[src/rtl/pipe_stage_skid_pkg.sv]
// Shared definitions for elastic pipeline-stage buffers.
// State encodings double as entry occupancy counts.
package pipe_defs;

    typedef enum logic [1:0] {
        ST_EMPTY = 2'd0,
        ST_ONE   = 2'd1,
        ST_FULL  = 2'd2
    } state_e;

    localparam int DEF_DATA_W = 32;
    localparam int DEF_CTRL_W = 8;
    localparam int DEF_CNT_W  = 8;

    function automatic logic [1:0] occ_of(state_e s);
        return s;
    endfunction

endpackage

[src/rtl/pipe_stage_skid_if.sv]
// Handshake and status bundle between a pipeline stage buffer
// and its neighbours; master drives the inputs, slave is the buffer.
interface pipe_stage_skid_if
    import pipe_defs::*;
#(
    parameter int DATA_W = DEF_DATA_W,
    parameter int CTRL_W = DEF_CTRL_W,
    parameter int CNT_W  = DEF_CNT_W
);
    logic              flush;
    logic              in_valid;
    logic              in_ready;
    logic [DATA_W-1:0] in_data;
    logic [CTRL_W-1:0] in_ctrl;
    logic              out_valid;
    logic              out_ready;
    logic [DATA_W-1:0] out_data;
    logic [CTRL_W-1:0] out_ctrl;
    logic [1:0]        occupancy;
    logic [CNT_W-1:0]  drop_cnt;

    modport master (
        output flush, in_valid, in_data, in_ctrl, out_ready,
        input  in_ready, out_valid, out_data, out_ctrl,
        input  occupancy, drop_cnt
    );

    modport slave (
        input  flush, in_valid, in_data, in_ctrl, out_ready,
        output in_ready, out_valid, out_data, out_ctrl,
        output occupancy, drop_cnt
    );
endinterface

[src/rtl/pipe_stage_skid_sat_counter.sv]
// Saturating up-counter, increments by 0..3 per falling edge.
// Usable for flush-drop and stall statistics.
module sat_counter #(
    parameter int W = 8
) (
    input  logic         clk,
    input  logic         rst,
    input  logic [1:0]   inc_i,
    output logic [W-1:0] cnt_o
);
    localparam logic [W+1:0] MAX = {2'b00, {W{1'b1}}};

    logic [W-1:0] cnt_q;
    logic [W-1:0] cnt_d;
    logic [W+1:0] sum;

    // Add with headroom and clamp at all-ones.
    always_comb begin
        sum   = {2'b00, cnt_q} + {{W{1'b0}}, inc_i};
        cnt_d = (sum > MAX) ? MAX[W-1:0] : sum[W-1:0];
    end

    // Counter register; cleared only by reset.
    always_ff @(negedge clk or posedge rst) begin
        if (rst) cnt_q <= '0;
        else     cnt_q <= cnt_d;
    end

    assign cnt_o = cnt_q;
endmodule

[src/rtl/pipe_stage_skid.sv]
// Elastic two-entry pipeline-stage register with flush-to-bubble.
// Ready/valid outputs come straight from flops; state moves on falling edges.
module pipe_stage_skid
    import pipe_defs::*;
#(
    parameter int DATA_W         = DEF_DATA_W,
    parameter int CTRL_W         = DEF_CTRL_W,
    parameter bit CLEAR_ON_FLUSH = 1'b1,
    parameter int CNT_W          = DEF_CNT_W
) (
    input logic clk,
    input logic rst,
    pipe_stage_skid_if.slave bus
);
    typedef struct packed {
        logic [DATA_W-1:0] data;
        logic [CTRL_W-1:0] ctrl;
    } beat_t;

    state_e     state_q, state_d;
    beat_t      main_q, main_d;
    beat_t      skid_q, skid_d;
    logic       in_ready_q;
    logic       out_valid_q;
    logic       accept;
    logic       pop;
    logic [1:0] drop_inc;
    beat_t      in_beat;

    assign in_beat = '{data: bus.in_data, ctrl: bus.in_ctrl};
    assign accept  = bus.in_valid & in_ready_q;
    assign pop     = out_valid_q & bus.out_ready;

    // Next-state and storage steering; flush overrides everything.
    always_comb begin
        state_d  = state_q;
        main_d   = main_q;
        skid_d   = skid_q;
        drop_inc = 2'd0;
        unique case (state_q)
            ST_EMPTY: begin
                if (accept) begin
                    state_d = ST_ONE;
                    main_d  = in_beat;
                end
            end
            ST_ONE: begin
                if (accept && pop) begin
                    main_d = in_beat;
                end else if (accept) begin
                    state_d = ST_FULL;
                    skid_d  = in_beat;
                end else if (pop) begin
                    state_d = ST_EMPTY;
                end
            end
            ST_FULL: begin
                if (pop) begin
                    state_d = ST_ONE;
                    main_d  = skid_q;
                end
            end
            default: state_d = ST_EMPTY;
        endcase
        if (bus.flush) begin
            state_d  = ST_EMPTY;
            // The popped entry was already taken downstream.
            drop_inc = occ_of(state_q) + {1'b0, accept} - {1'b0, pop};
            if (CLEAR_ON_FLUSH) begin
                main_d = '0;
                skid_d = '0;
            end
        end
    end

    // State, storage and registered handshake flags.
    always_ff @(negedge clk or posedge rst) begin
        if (rst) begin
            state_q     <= ST_EMPTY;
            main_q      <= '0;
            skid_q      <= '0;
            in_ready_q  <= 1'b1;
            out_valid_q <= 1'b0;
        end else begin
            state_q     <= state_d;
            main_q      <= main_d;
            skid_q      <= skid_d;
            in_ready_q  <= (state_d != ST_FULL);
            out_valid_q <= (state_d != ST_EMPTY);
        end
    end

    sat_counter #(.W(CNT_W)) u_drop (
        .clk   (clk),
        .rst   (rst),
        .inc_i (drop_inc),
        .cnt_o (bus.drop_cnt)
    );

    assign bus.in_ready  = in_ready_q;
    assign bus.out_valid = out_valid_q;
    assign bus.out_data  = main_q.data;
    assign bus.out_ctrl  = out_valid_q ? main_q.ctrl : '0;
    assign bus.occupancy = occ_of(state_q);
endmodule
[src/flat_wrapper.sv]
// flat-port wrapper written by rule: the top's interface ports become plain ports
module pipe_stage_skid_flat import pipe_defs::*;
#(
    parameter int DATA_W         = DEF_DATA_W,
    parameter int CTRL_W         = DEF_CTRL_W,
    parameter bit CLEAR_ON_FLUSH = 1'b1,
    parameter int CNT_W          = DEF_CNT_W
)
  (clk, rst, bus_flush, bus_in_valid, bus_in_data, bus_in_ctrl, bus_out_ready, bus_in_ready, bus_out_valid, bus_out_data, bus_out_ctrl, bus_occupancy, bus_drop_cnt);
  pipe_stage_skid_if #(.DATA_W(DATA_W), .CTRL_W(CTRL_W), .CNT_W(CNT_W)) bus_i ();
  input logic clk;
  input logic rst;
  input wire logic [$bits(bus_i.flush)-1:0] bus_flush;
  input wire logic [$bits(bus_i.in_valid)-1:0] bus_in_valid;
  input wire logic [$bits(bus_i.in_data)-1:0] bus_in_data;
  input wire logic [$bits(bus_i.in_ctrl)-1:0] bus_in_ctrl;
  input wire logic [$bits(bus_i.out_ready)-1:0] bus_out_ready;
  output wire logic [$bits(bus_i.in_ready)-1:0] bus_in_ready;
  output wire logic [$bits(bus_i.out_valid)-1:0] bus_out_valid;
  output wire logic [$bits(bus_i.out_data)-1:0] bus_out_data;
  output wire logic [$bits(bus_i.out_ctrl)-1:0] bus_out_ctrl;
  output wire logic [$bits(bus_i.occupancy)-1:0] bus_occupancy;
  output wire logic [$bits(bus_i.drop_cnt)-1:0] bus_drop_cnt;
  assign bus_i.flush = bus_flush;
  assign bus_i.in_valid = bus_in_valid;
  assign bus_i.in_data = bus_in_data;
  assign bus_i.in_ctrl = bus_in_ctrl;
  assign bus_i.out_ready = bus_out_ready;
  assign bus_in_ready = bus_i.in_ready;
  assign bus_out_valid = bus_i.out_valid;
  assign bus_out_data = bus_i.out_data;
  assign bus_out_ctrl = bus_i.out_ctrl;
  assign bus_occupancy = bus_i.occupancy;
  assign bus_drop_cnt = bus_i.drop_cnt;
  pipe_stage_skid #(.DATA_W(DATA_W), .CTRL_W(CTRL_W), .CLEAR_ON_FLUSH(CLEAR_ON_FLUSH), .CNT_W(CNT_W)) u_core (.clk(clk), .rst(rst), .bus(bus_i));
endmodule
[config.mk]
export PLATFORM = sky130hd
export DESIGN_NAME = pipe_stage_skid_flat
export DESIGN_NICKNAME = d
export VERILOG_FILES = /design/src/rtl/pipe_stage_skid_pkg.sv /design/src/rtl/pipe_stage_skid_if.sv /design/src/rtl/pipe_stage_skid_sat_counter.sv /design/src/rtl/pipe_stage_skid.sv /design/src/flat_wrapper.sv
export SDC_FILE = /design/constraint.sdc
export NUM_CORES = 1
export LEC_CHECK = 0
export BUFFER_PORTS_ARGS = -buffer_cell sky130_fd_sc_hd__buf_2
export CORE_MARGIN = 2
export CORE_UTILIZATION = 50
export DETAILED_ROUTE_END_ITERATION = 8
export PLACE_DENSITY = 0.73
export SKIP_CTS_REPAIR_TIMING = 1
export SLEW_MARGIN = 25
export SYNTH_ARGS = -nofsm -noshare
export SYNTH_HDL_FRONTEND = slang
export SYNTH_SLANG_ARGS = --single-unit
[constraint.sdc]
create_clock -name clk -period 4 [get_ports clk]
set_input_delay 0.8 -clock clk [delete_from_list [all_inputs] [get_ports clk]]
set_output_delay 0.8 -clock clk [all_outputs]
set_load 0.02 [all_outputs]
==> metrics.md, run 1 <==
| Metric | Value |
|---|---|
| Clock transition at path regs | 0.05 ns |
| Worst setup path endpoint | u_core.u_drop.cnt_o[3]$_DFF_NP0_ |
| Sum of buffers and inverters on the critical path | 2 |
| Synth area leader | dfrtn_1 |
| Routed wire length | 13.7 mm |
| DRT Pass-1 Iters | 4 |
| Initial core utilization | 0.513 |
| Number of synthesized register bits | 92 |
| Synth warnings | 0 |
| Ant diodes | 0 |
| CP Class | primary input to register |
| CP Cell Sequence | buf_6, and2_4, inv_4, ha_4, ha_4, xnor2_2, or3_1, and3_4, fa_2, and4_4, nand4_1, nand3_1 |
| # DRC | 0 |
| Setup TNS Final | -4.83 ns |
| Most frequent cell after synthesis | dfrtn_1 |
| Outcome | finished with violations |
| CP dominant cell by count | ha_4 |
| RSZ-0062 raised after global routing | yes |
| Filler cell count | 886 |
| Core Util, Final | 0.593 |
| Clock skew | 0.0594 ns |
| CP max stage cell | fa_2 |
| # IOs | 97 |
| Commonest cells post-synth | 91 x dfrtn_1, 46 x a21oi_1, 42 x nand4_1, 41 x a211oi_1, 41 x mux2i_1 |
| Clock root cell | clkbuf_8 |
| Maximum vdd ir drop | 0.000234 V |
| Die Span Y | 107 um |
| Die width | 107 um |
| R2r setup slk | 1.17 ns |
| Final Hold Vio Count | 0 |
| Wirelength per Cell | 19.9 um |
| Slowest stage delay, CP | 0.37 ns |
| Top cells by area, synth | dfrtn_1 43%, a211oi_2 9.5%, mux2i_1 7.8% |
| GRT Util Overall | 0.247 |
| Die Area | 11400 sq um |
| Post-synth EDFFs | 0 |
| FF-to-FF Start | u_core.bus.out_valid$_DFF_NP0_ |
| Number of port buffers | 96 |
| Initial antenna violation count | 0 |
| TritonCTS clock tree | built |
| CP top delay family | simple AND/OR/NAND/NOR gates |
| Avg Inst Size Synth | 10.6 sq um |
| Worst-margin pin slew | 0.994 ns |
| Mapped Nets | 550 |
| Slew Limit Fails | 0 |
| Worst Setup Slack, final | -0.653 ns |
| Critical path peak fanout | 4 |
| Row count | 37 |
| CP startpoint kind | primary input |
| Final setup violation count | 8 |
| Drt first-iter violations | 202 |
| Power Density | 410 nW/um^2 |
| RePlAce Congestion | 0.832 |
| Clk_lat worst skew | 0.40 ns |
| Leak | 2.84 nW |
| Vias in the first global route | 4288 |
| Core footprint | 10300 sq um |
| Gr ovfl total | 0 |
| Crit. path cell count | 12 |
| DRT antenna net count | 0 |
| Largest net degree at the start of global routing | 59 |
| Hpwl dp | 8.67 mm |
| Main synth FF type | dfrtn_1 |
| DR vias | 4284 |
| Global-route wire length before repair | 22.1 mm |
| H-Tree Depth | 3 |
| Area grow syn2layout | 15.6% |
| Crit. Startpoint | bus_out_ready |
| Hold crit path type | register to register |
| Sequential cell area fraction in the yosys report | 0.437 |
| TritonCTS Buffers | 9 |
| Slew HR | 0.336 |
| Path depth of the worst reg2reg path | 13 |
| Netlist cell types | 39 |
| Syn Std Cell Area | 5270 sq um |
| Post-synth ARST share | 1.00 |
| Worst EP required | 2.18 ns |
| Power, Total | 0.00250 W |
| Clk sinks | 92 |
| Longest Clk Path Bufs | 2 |
| Pre-CTS setup slack | -1.05 ns |
| Worst R2R End | u_core.u_drop.cnt_o[3]$_DFF_NP0_ |
| Net count, final | 597 |
| Vias per cell | 6.24 |
| Cells after Synth | 499 |
| Max Cap Viol | 0 |
| Failing checks | setup timing |
| Layout cell share with drive strength beyond 1 | 0.388 |
| Crit end category | register |
| Top cell type's share of synthesized area | 0.432 |
| Worst path arrival time | 2.83 ns |
## stage by stage
stage	area (sq um)	cells	hold slack, ns
2_1_floorplan	5340	499	0.502
3_3_place_gp	5780	667	0.493
3_5_place_dp	5780	667	0.502
4_1_cts	5970	683	0.512
5_1_grt	6090	687	0.558
6_report	6090	687	0.509
## power by group
group          switching, W  leakage (nW)  internal [W]  total [W]
Clock              0.000328         0.108      0.000276   0.000604
Sequential        0.0000942          1.22       0.00104    0.00113
Combinational      0.000461          1.51      0.000297   0.000758
Total              0.000883          2.84       0.00161    0.00250
## worst min-delay path by stage
stage | start | end | slack (ns) | cells after the start
after global placement | u_core.u_drop.cnt_o[4]$_DFF_NP0_ | u_core.u_drop.cnt_o[4]$_DFF_NP0_ | 0.49 | 2
after CTS | u_core.u_drop.cnt_o[5]$_DFF_NP0_ | u_core.u_drop.cnt_o[6]$_DFF_NP0_ | 0.51 | 1
after global routing | u_core.skid_q[23]$_DFFE_NP0P_ | u_core.skid_q[23]$_DFFE_NP0P_ | 0.56 | 2
final | u_core.u_drop.cnt_o[5]$_DFF_NP0_ | u_core.u_drop.cnt_o[6]$_DFF_NP0_ | 0.51 | 1
after floorplan | u_core.skid_q[17]$_DFFE_NP0P_ | u_core.skid_q[17]$_DFFE_NP0P_ | 0.50 | 2
after detailed placement | u_core.u_drop.cnt_o[5]$_DFF_NP0_ | u_core.u_drop.cnt_o[6]$_DFF_NP0_ | 0.50 | 1
## cells by family (layout without fill, tap and decap cells)
kind of cell,count (synthesis),after routing,share of synthesized area
compound gates,180,180,0.271
xor+xnor,1,1,0.00166
fa+ha+maj,6,6,0.0157
buf+inv,100,152,0.104
flops,92,92,0.437
mux,41,41,0.0779
simple gates,79,79,0.0923
## per-layer routing
layer,part of all wire,global-route usage
met5,0,0
met4,0.012,0.0863
met3,0.051,0.0347
met2,0.50,0.411
met1,0.44,0.331
## cell type report
cell class                      instances  area (sq um)  area share
Clock buffer                           12           165      0.0271
Clock inverter                          5          25.0     0.00411
Inverter                                6          28.8     0.00472
Multi-Input combinational cell        307          2520       0.413
Sequential cell                        92          2300       0.378
Tap cell                              136           170      0.0279
Timing Repair Buffer                  129           882       0.145
## state kept, by name, summed over array words and instances (netlist names)
signal	flops
u_core.bus.occupancy	2
u_core.main_q	8
u_core.bus.in_ready	1
u_core.skid_q	40
u_core.bus.out_data	32
u_core.u_drop.cnt_o	8
u_core.bus.out_valid	1
## cells in the final DEF (no fill, tap or decap), types with 4 or more instances in the layout
| master | synthesis | routed |
|---|---|---|
| mux2i_1 | 41 | 41 |
| a21oi_1 | 46 | 45 |
| buf_2 | 16 | 86 |
| a211oi_2 | 40 | 40 |
| buf_4 | 33 | 25 |
| and2_4 | 0 | 9 |
| a211oi_1 | 41 | 41 |
| dfrtn_1 | 91 | 91 |
| nand3_1 | 6 | 6 |
| nand4_1 | 42 | 42 |
| clkbuf_8 | 0 | 12 |
| buf_12 | 0 | 7 |
| o31ai_1 | 40 | 40 |
| inv_1 | 5 | 4 |
| buf_6 | 4 | 11 |
Note: power is estimated with default switching activity, not from simulation.
==> run 2, diff against run 1 <==
--- a/config.mk
+++ b/config.mk
@@ -10,7 +10,6 @@
 export CORE_UTILIZATION = 50
 export DETAILED_ROUTE_END_ITERATION = 8
 export PLACE_DENSITY = 0.73
-export SKIP_CTS_REPAIR_TIMING = 1
 export SLEW_MARGIN = 25
 export SYNTH_ARGS = -nofsm -noshare
 export SYNTH_HDL_FRONTEND = slang
==> run 2 against run 1 <==
- the run still ends with setup timing left
- via count decreased by 0.12%
- wire length about the same
- sequential share of layout area is 0.25 points lower
- sequential cell count unchanged
- first-iteration DRC count down 4.5%
- worst setup slack better by 0.027 ns
- largest cell class unchanged
- largest power group unchanged
==> metrics.md, run 2 (synthesized netlist as in run 1, its figures left out) <==
| Metric | Value |
|---|---|
| Clk sinks | 92 |
| Reg with most FFs | u_core.skid_q |
| Routed wire length | 13.7 mm |
| Ant diodes | 0 |
| RePlAce Congestion | 0.832 |
| Slew Limit Fails | 0 |
| Critical path peak fanout | 4 |
| Drt first-iter violations | 193 |
| FF-to-FF Start | u_core.bus.out_valid$_DFF_NP0_ |
| Outcome | finished with violations |
| CP Class | primary input to register |
| RSZ-0062 raised after global routing | yes |
| Hold crit path type | register to register |
| Die Area | 11400 sq um |
| Core footprint | 10300 sq um |
| Net count, final | 599 |
| Power Density | 410 nW/um^2 |
| Maximum vdd ir drop | 0.000234 V |
| Hold endpoint | u_core.u_drop.cnt_o[6]$_DFF_NP0_ |
| CP dominant cell by count | ha_4 |
| Path depth of the worst reg2reg path | 14 |
| CP Cell Sequence | buf_6, and2_4, inv_4, ha_4, ha_4, xnor2_2, or3_1, and3_4, fa_2, and4_4, nand4_1, nand3_1 |
| CP startpoint kind | primary input |
| Setup TNS Final | -4.79 ns |
| Die Span Y | 107 um |
| Wirelength per Cell | 19.9 um |
| Slowest stage delay, CP | 0.35 ns |
| Filler cell count | 882 |
| Vias per cell | 6.21 |
| Worst-margin pin slew | 1.00 ns |
| Leak | 2.85 nW |
| Row count | 37 |
| Final setup violation count | 8 |
| Clock transition at path regs | 0.05 ns |
| DRT antenna net count | 0 |
| Initial antenna violation count | 0 |
| Clock skew | 0.0598 ns |
| GRT Util Overall | 0.249 |
| Longest Clk Path Bufs | 2 |
| Worst Hold Depth | 1 |
| Clock root cell | clkbuf_8 |
| TritonCTS Buffers | 9 |
| # IOs | 97 |
| Worst path arrival time | 2.80 ns |
| TritonCTS clock tree | built |
| Vias in the first global route | 4313 |
| DR vias | 4279 |
| Commonest non-fill, non-tap cell in the layout | dfrtn_1 |
| Initial core utilization | 0.513 |
| Failing checks | setup timing |
| Slew HR | 0.331 |
| Final Hold Vio Count | 0 |
| Die width | 107 um |
| DRT Pass-1 Iters | 5 |
| Largest net degree at the start of global routing | 59 |
| Worst R2R End | u_core.u_drop.cnt_o[3]$_DFF_NP0_ |
| Hpwl dp | 8.67 mm |
| Worst EP required | 2.18 ns |
| Number of flip-flops under the largest register name | 40 |
| Area grow syn2layout | 16.4% |
| Layout cell share with drive strength beyond 1 | 0.392 |
| Pre-CTS setup slack | -1.05 ns |
| Hold path startpoint | u_core.u_drop.cnt_o[5]$_DFF_NP0_ |
| # DRC | 0 |
| Number of port buffers | 96 |
| Clk_lat worst skew | 0.40 ns |
| Most frequent cells in the layout | 91 x dfrtn_1, 85 x buf_2, 45 x a21oi_1 |
| Worst Setup Slack, final | -0.626 ns |
| Gr ovfl total | 0 |
| Crit end category | register |
| H-Tree Depth | 3 |
| Global-route wire length before repair | 22.3 mm |
| Max Cap Viol | 0 |
| CP max stage cell | fa_2 |
| R2r setup slk | 1.10 ns |
[run 2: cell count changes in the layout (fill, tap and decap cells not counted)]
cell	before	now
buf_2	86	85
ha_4	2	3
buf_6	11	14
ha_1	3	2
[run 2: how the worst max path moves through the flow]
stage,end,from,slack (ns)
global placement,u_core.u_drop.cnt_o[5]$_DFF_NP0_,bus_out_ready,-1.0
floorplan,u_core.u_drop.cnt_o[3]$_DFF_NP0_,bus_out_ready,-1.09
CTS,u_core.u_drop.cnt_o[3]$_DFF_NP0_,bus_out_ready,-0.65
global route,u_core.u_drop.cnt_o[3]$_DFF_NP0_,bus_out_ready,-0.67
detailed placement,u_core.u_drop.cnt_o[3]$_DFF_NP0_,bus_out_ready,-1.05
finish,u_core.u_drop.cnt_o[3]$_DFF_NP0_,bus_out_ready,-0.63
[run 2: worst max-delay path, delay by kind of cell]
family	cells	cell delay, ns
and+or+nand+nor	6	1.04
buffers and inverters	2	0.15
adders and majority gates	3	0.70
xor gates and xnor gates	1	0.12
[run 2: metal layers]
metal	vias to the layer above	GRT usage	part of all wire
met3	16	0.0347	0.047
met5	-	0	0
met1	2161	0.334	0.44
met4	0	0.0863	0.015
met2	130	0.414	0.50
li1	1972	-	-
[run 2: report_power, final]
group / switching, W / total (W) / internal, W
clock network: 0.000330 / 0.000605 / 0.000276
logic: 0.000464 / 0.000774 / 0.000310
registers: 0.0000945 / 0.00114 / 0.00104
[run 2: metrics by stage]
stage          area [sq um]  total power, W   util  instances  hold slack [ns]
2_1_floorplan          5340         0.00168      -        499            0.502
3_3_place_gp           5780         0.00186  0.562        667            0.493
3_5_place_dp           5780         0.00188  0.562        667            0.502
4_1_cts                6010         0.00249  0.584        687            0.512
5_1_grt                6130         0.00264  0.597        689            0.558
6_report               6130         0.00252  0.597        689            0.511
[run 2: cell type report]
class / instances / area, sq um / share of cell area
Sequential cell: 92 / 2300 / 0.375
Tap cell: 136 / 170 / 0.0277
Timing Repair Buffer: 131 / 911 / 0.148
Clock buffer: 12 / 165 / 0.0269
Multi-Input combinational cell: 307 / 2530 / 0.413
Inverter: 6 / 28.8 / 0.00469
Clock inverter: 5 / 25.0 / 0.00408
[run 2: timing repair]
item | in CTS | in global routing
hold buffers | 0 | 0
cloned | 0 | 0
buffers inserted | 4 | 3
resized for setup | 4 | 34
endpoints found under the setup margin | 16 | 17
pin swaps | 4 | 6
